`src/rtl/cache_rd_arbiter_pkg.sv`:
```
// Shared cache definitions: line geometry, read-arbiter FSM encoding and the way bus.
package cache_rd_arbiter_pkg;
  localparam int LINE_WORDS_DEF = 8;
  localparam int LINE_W         = 32 * LINE_WORDS_DEF;
  localparam int TAG_W          = 20;

  typedef enum logic [1:0] {
    S_IDLE = 2'd0,
    S_AR   = 2'd1,
    S_R    = 2'd2,
    S_RESP = 2'd3
  } rd_state_e;

  typedef struct packed {
    logic              valid;
    logic [TAG_W-1:0]  tag;
    logic [LINE_W-1:0] data;
  } WayBus;

  // Align an address down to the start of its cache line.
  function automatic logic [31:0] line_base(input logic [31:0] addr, input int words);
    line_base = addr & ~32'(4 * words - 1);
  endfunction
endpackage

```
`src/rtl/cache_rd_arbiter_rr_arb2.sv`:
```
// Two-way round-robin grant: on a tie the requester not served last wins.
module rr_arb2 (
  input  logic [1:0] req_i,   // bit0 = icache, bit1 = dcache
  input  logic       last_i,  // 1 = dcache was granted last
  output logic [1:0] gnt_o
);
  always_comb begin
    gnt_o = 2'b00;
    if (req_i == 2'b11) gnt_o = last_i ? 2'b01 : 2'b10;
    else                gnt_o = req_i;
  end
endmodule

```
`src/rtl/cache_rd_arbiter.sv`:
```
// Arbitrates icache/dcache line reads onto one AXI read port and assembles the
// returned beats into a line buffer shared by both requesters.
module cache_rd_arbiter
  import cache_rd_arbiter_pkg::*;
#(
  parameter int LINE_WORDS = LINE_WORDS_DEF
) (
  input  logic                    clk,
  input  logic                    rst,
  input  logic                    ic_rreq_i,
  input  logic [31:0]             ic_raddr_i,
  input  logic                    ic_cached_i,
  output logic                    ic_rend_o,
  output logic [32*LINE_WORDS-1:0] ic_rdata_o,
  input  logic                    dc_rreq_i,
  input  logic [31:0]             dc_raddr_i,
  input  logic                    dc_cached_i,
  output logic                    dc_rend_o,
  output logic [32*LINE_WORDS-1:0] dc_rdata_o,
  output logic                    axi_arvalid_o,
  output logic [31:0]             axi_araddr_o,
  output logic [7:0]              axi_arlen_o,
  input  logic                    axi_arready_i,
  input  logic                    axi_rvalid_i,
  input  logic [31:0]             axi_rdata_i,
  input  logic                    axi_rlast_i,
  output logic                    axi_rready_o
);
  localparam logic [3:0] CNT_MAX = 4'(LINE_WORDS);

  rd_state_e                 state_q, state_d;
  logic                      gnt_dc_q, gnt_dc_d;
  logic                      last_dc_q, last_dc_d;
  logic [1:0]                mask_q, mask_d;
  logic [31:0]               addr_q, addr_d;
  logic [7:0]                len_q, len_d;
  logic [3:0]                cnt_q, cnt_d;
  logic [32*LINE_WORDS-1:0]  line_q, line_d;
  logic                      arvalid_q, rready_q, ic_rend_q, dc_rend_q;

  logic [1:0]  gnt;
  logic [31:0] sel_addr;
  logic        sel_cached;

  // The requester just served is masked for the one IDLE cycle after RESP.
  rr_arb2 u_rr (
    .req_i  ({dc_rreq_i, ic_rreq_i} & ~mask_q),
    .last_i (last_dc_q),
    .gnt_o  (gnt)
  );

  assign sel_addr   = gnt[1] ? dc_raddr_i  : ic_raddr_i;
  assign sel_cached = gnt[1] ? dc_cached_i : ic_cached_i;

  always_comb begin
    state_d   = state_q;
    gnt_dc_d  = gnt_dc_q;
    last_dc_d = last_dc_q;
    mask_d    = 2'b00;
    addr_d    = addr_q;
    len_d     = len_q;
    cnt_d     = cnt_q;
    line_d    = line_q;
    case (state_q)
      S_IDLE: begin
        if (|gnt) begin
          state_d  = S_AR;
          gnt_dc_d = gnt[1];
          addr_d   = sel_cached ? line_base(sel_addr, LINE_WORDS) : sel_addr;
          len_d    = sel_cached ? 8'(LINE_WORDS - 1) : 8'd0;
          cnt_d    = 4'd0;
          line_d   = '0;
        end
      end
      S_AR: if (axi_arready_i) state_d = S_R;
      S_R: begin
        if (axi_rvalid_i) begin
          // Beats past the end of the line are dropped; the counter saturates.
          if (cnt_q < CNT_MAX) begin
            for (int i = 0; i < LINE_WORDS; i++)
              if (cnt_q == 4'(i)) line_d[32*i +: 32] = axi_rdata_i;
            cnt_d = cnt_q + 4'd1;
          end
          if (axi_rlast_i) state_d = S_RESP;
        end
      end
      S_RESP: begin
        state_d   = S_IDLE;
        last_dc_d = gnt_dc_q;
        mask_d    = gnt_dc_q ? 2'b10 : 2'b01;
      end
      default: state_d = S_IDLE;
    endcase
  end

  always_ff @(posedge clk or posedge rst) begin
    if (rst) begin
      state_q   <= S_IDLE;
      gnt_dc_q  <= 1'b0;
      last_dc_q <= 1'b0;
      mask_q    <= 2'b00;
      addr_q    <= '0;
      len_q     <= '0;
      cnt_q     <= '0;
      line_q    <= '0;
      arvalid_q <= 1'b0;
      rready_q  <= 1'b0;
      ic_rend_q <= 1'b0;
      dc_rend_q <= 1'b0;
    end else begin
      state_q   <= state_d;
      gnt_dc_q  <= gnt_dc_d;
      last_dc_q <= last_dc_d;
      mask_q    <= mask_d;
      addr_q    <= addr_d;
      len_q     <= len_d;
      cnt_q     <= cnt_d;
      line_q    <= line_d;
      arvalid_q <= (state_d == S_AR);
      rready_q  <= (state_d == S_R);
      ic_rend_q <= (state_d == S_RESP) && !gnt_dc_d;
      dc_rend_q <= (state_d == S_RESP) &&  gnt_dc_d;
    end
  end

  assign axi_arvalid_o = arvalid_q;
  assign axi_araddr_o  = addr_q;
  assign axi_arlen_o   = len_q;
  assign axi_rready_o  = rready_q;
  assign ic_rend_o     = ic_rend_q;
  assign dc_rend_o     = dc_rend_q;
  assign ic_rdata_o    = line_q;
  assign dc_rdata_o    = line_q;
endmodule
```
`config.mk`:
```
export PLATFORM = sky130hd
export DESIGN_NAME = cache_rd_arbiter
export DESIGN_NICKNAME = d
export VERILOG_FILES = /design/src/rtl/cache_rd_arbiter_pkg.sv /design/src/rtl/cache_rd_arbiter_rr_arb2.sv /design/src/rtl/cache_rd_arbiter.sv
export SDC_FILE = /design/constraint.sdc
export NUM_CORES = 1
export LEC_CHECK = 0
export ABC_AREA = 1
export BUFFER_PORTS_ARGS = -buffer_cell sky130_fd_sc_hd__clkbuf_2
export CORE_AREA = 2 2 259 261
export DETAILED_ROUTE_END_ITERATION = 16
export DIE_AREA = 0 0 261 263
export GPL_TIMING_DRIVEN = 0
export PLACE_DENSITY = 0.42
export SLEW_MARGIN = 10
export SYNTH_ARGS = -nofsm -noshare
export SYNTH_HDL_FRONTEND = slang
export SYNTH_SLANG_ARGS = --single-unit
```
`constraint.sdc`:
```
create_clock -name clk -period 19.9 [get_ports clk]
set_input_delay 4.975 -clock clk [delete_from_list [all_inputs] [get_ports clk]]
set_output_delay 4.975 -clock clk [all_outputs]
set_load 0.05 [all_outputs]
```
==> results summary <==
The post-DP HPWL is 46300 µm. The mux cell area share after synthesis came out at 0%. The period utilization came out at 32.2%. Leaving out fill and tap cells, the most frequent cells in the layout are sky130_fd_sc_hd__nand2_1 (768), sky130_fd_sc_hd__clkbuf_2 (655), sky130_fd_sc_hd__dfrtp_1 (303), sky130_fd_sc_hd__buf_4 (268), sky130_fd_sc_hd__nand3_1 (148). The horizontal die dimension came out at 261 µm.

The routed layout has about 14000 vias. The final number of hold-violating endpoints is 0. The number of port buffers is 655. The pre-CTS worst setup slack is 13.02 ns. The wire length of the first global-routing pass is 88000 µm. The gate count of the mapped netlist is 1745. The required time reported for the critical path endpoint came out at 14.93 ns. In the routed design, unresolved DRC markers number 0. The total wirelength of the detailed-routed design came out at ~61000 µm. The synthesized-area fraction occupied by ao, oa, aoi and oai cells came out at 1.97%.

The highest fanout seen on the critical path came out at 3. The tree is rooted in a sky130_fd_sc_hd__clkbuf_16. The warning count from the yosys run is 0.

The total area inside the core boundary comes to about 0.066 mm². The final design utilization is 30.7%. The number of different library cells in the post-synthesis netlist came out at 21. The global-route usage over all layers came out at 17.2%. The largest net degree at the start of global routing came out at 112. The number of H-tree branching levels came out at 2.

The kind of start point of the critical path is a flip-flop. Clock tree synthesis inserted a total of 38 buffers. The number of resized instances in the post-cts repair step came out at 0.

The antenna violation net count after detailed routing is 0. The instance count after placement with tap cells included came out at 3271. The worst setup path is captured at an output pin.

On the final layout, the worst clock skew is between 0.009 and 0.01 ns. The relative slew slack is approximately 17%. The first-pass iteration count of the detailed router came out at 5. The flow ran to the end, and the final reports show no timing, DRC or antenna violations. In the final routed layout, each cell accounts on average for 18.2 µm. The I/O pin total is around 660. The critical path is of the reg -> out type. The number of buffers added for setup after CTS came out at 0. Of the total synthesized cell area, the portion taken by full adders, half adders and majority gates is less than 1%. At the later pin of the worst-skew pair, clock insertion delay measures 0.54 ns. Setup slack on the critical path of the routed design comes to 13.50 ns.

In the final layout, the multi-input gates occupy around 0.0042 mm². The finished layout holds 3341 standard cells, fillers aside. The filler cells instantiated in the layout total approximately 7100.

The slew at the pin closest to its max-slew limit is roughly 1.2 ns. The achievable frequency came out at 156 MHz. The last weighted congestion value of the routability-driven placer came out at 0.775. Setup repair after global routing left no endpoint under its margin. The number of global-route vias before repair came out at 13255. Leaving out fill and tap cells, the most frequent cell in the layout is sky130_fd_sc_hd__nand2_1.

From bottom edge to top edge, the die measures 263 µm. The accumulated negative setup slack came out at 0 ns. The area growth from synthesis to layout came out at 39.6%. The die covers 0.0686 mm². The final period demand of the worst path came out at 6.40 ns. The number of antenna violations at the first check in global routing was 0. The clock slew seen by the registers of the worst setup and hold paths came out at 0.05 ns. The number of design-rule violations left by the first detailed-router iteration is 708. The net total in the final layout came out at approximately 2600.

The worst hold path belongs to the class reg -> reg. The count of final max-slew check failures is 0. The number of synthesized register bits is 303. The count of standard-cell rows is 94. In the routed layout, each cell is associated on average with a via count of between 4 and 5.

The flip-flop and latch area came out at 0.00758 mm². At the worst endpoint, the arrival time is 1.42 ns. TritonCTS built the clock tree. The cts-stage hold buffer count came out at 0. The mean instance size in the synthesized netlist came out at 8.28 µm². The final number of setup-violating endpoints is 0. The mapped netlist covers 0.0144 mm². The sequential element share of the synthesized area came out at 52.5%.

The layout cell share with drive strength beyond 1 is 41.8%. The share of the synthesized netlist area taken by xor and xnor gates came out at 0%. The longest clock path from root to sink contains 3 buffers. After synthesis, the largest family of logic cells by area is simple AND/OR/NAND/NOR gates.

The simple-gate portion of the synthesized area came out at between 20% and 30%. The number of maximum-capacitance violations came out at 0. The initial core utilization came out at between 20 and 25%. The remaining global-route overflow is 0. The number of clock sinks seen by CTS is 303.
-- kinds of logic (layout without fill, tap and decap cells) --
| group | after synthesis | count (layout) |
|---|---|---|
| fa+ha+maj | 4 | 4 |
| flops | 303 | 303 |
| other cells | 1 | 7 |
| simple gates | 972 | 972 |
| buf+inv | 425 | 1151 |
| compound gates | 40 | 40 |
-- critical path, cell delays in order, from the launching register on --
cell and delay (ns):
sky130_fd_sc_hd__dfrtp_1 0.47, sky130_fd_sc_hd__buf_4 0.15, sky130_fd_sc_hd__clkbuf_2 0.26
-- synth_stat cells --
cell type | number | area, µm²
sky130_fd_sc_hd__o21ai_0 | 8 | 40.0
sky130_fd_sc_hd__buf_4 | 268 | 2010
sky130_fd_sc_hd__nor2_1 | 42 | 158
sky130_fd_sc_hd__o22ai_1 | 1 | 6.26
sky130_fd_sc_hd__o211ai_1 | 27 | 203
sky130_fd_sc_hd__buf_2 | 34 | 170
sky130_fd_sc_hd__inv_2 | 2 | 7.51
sky130_fd_sc_hd__nand2_2 | 8 | 50.1
sky130_fd_sc_hd__nand2_1 | 768 | 2880
sky130_fd_sc_hd__buf_1 | 5 | 18.8
sky130_fd_sc_hd__nand4_1 | 3 | 18.8
sky130_fd_sc_hd__nand3_4 | 1 | 17.5
sky130_fd_sc_hd__or2_2 | 1 | 6.26
sky130_fd_sc_hd__o21ai_2 | 4 | 35.0
sky130_fd_sc_hd__inv_1 | 81 | 304
sky130_fd_sc_hd__dfrtp_1 | 303 | 7580
sky130_fd_sc_hd__nand3_1 | 148 | 741
sky130_fd_sc_hd__conb_1 | 1 | 3.75
sky130_fd_sc_hd__ha_1 | 4 | 50.1
sky130_fd_sc_hd__clkbuf_1 | 35 | 131
sky130_fd_sc_hd__nor2_4 | 1 | 11.3
-- state kept, by name (all words and copies together) (netlist names), 2 cells and up --
| name | cells |
|---|---|
| dc_rdata_o | 256 |
| axi_araddr_o | 32 |
| cnt_q | 4 |
| mask_q | 2 |
| state_q | 2 |
-- per-stage QoR --
| step | hold slack, ns | area, µm² |
|---|---|---|
| finish | 0.468 | 20200 |
| global route | 0.501 | 20200 |
| CTS | 0.475 | 20200 |
| detailed placement | 0.465 | 18900 |
| global placement | 0.462 | 18800 |
| floorplan | 0.426 | 14500 |
-- path summary, 6_finish.rpt --
path,slack [ns],from,to,cells past startpoint
max,13.50,dc_rdata_o[165],ic_rdata_o[165],2
min,0.47,gnt_dc_q,mask_q[0],1
max in group asynchronous,14.31,rst,dc_rdata_o[224],4
max reg2reg,17.25,state_q[0],dc_rdata_o[251],6
min in group asynchronous,4.46,rst,dc_rdata_o[20],2
min reg2reg,0.47,gnt_dc_q,mask_q[0],1
-- cell type report --
cell class	instances	share of cell area [%]
Inverter	83	1.58
Antenna cell	2	0.0248
Clock inverter	10	0.527
Multi-Input combinational cell	1021	21.0
Sequential cell	303	37.6
Tap cell	864	5.36
Buffer	342	11.6
Timing Repair Buffer	658	16.7
Clock buffer	58	5.70
-- per-layer routing --
layer  vias to the layer above  track usage, %  share of wire [%]
met5                         -               0                  0
met4                         0            3.42                1.6
met3                        58            2.67                5.1
met2                       473            29.9                 50
met1                      6534            22.6                 43
li1                       6533               -                  -
Power is not shown: default switching activity piles up to over one toggle a cycle in this logic, so the estimate is an artifact.
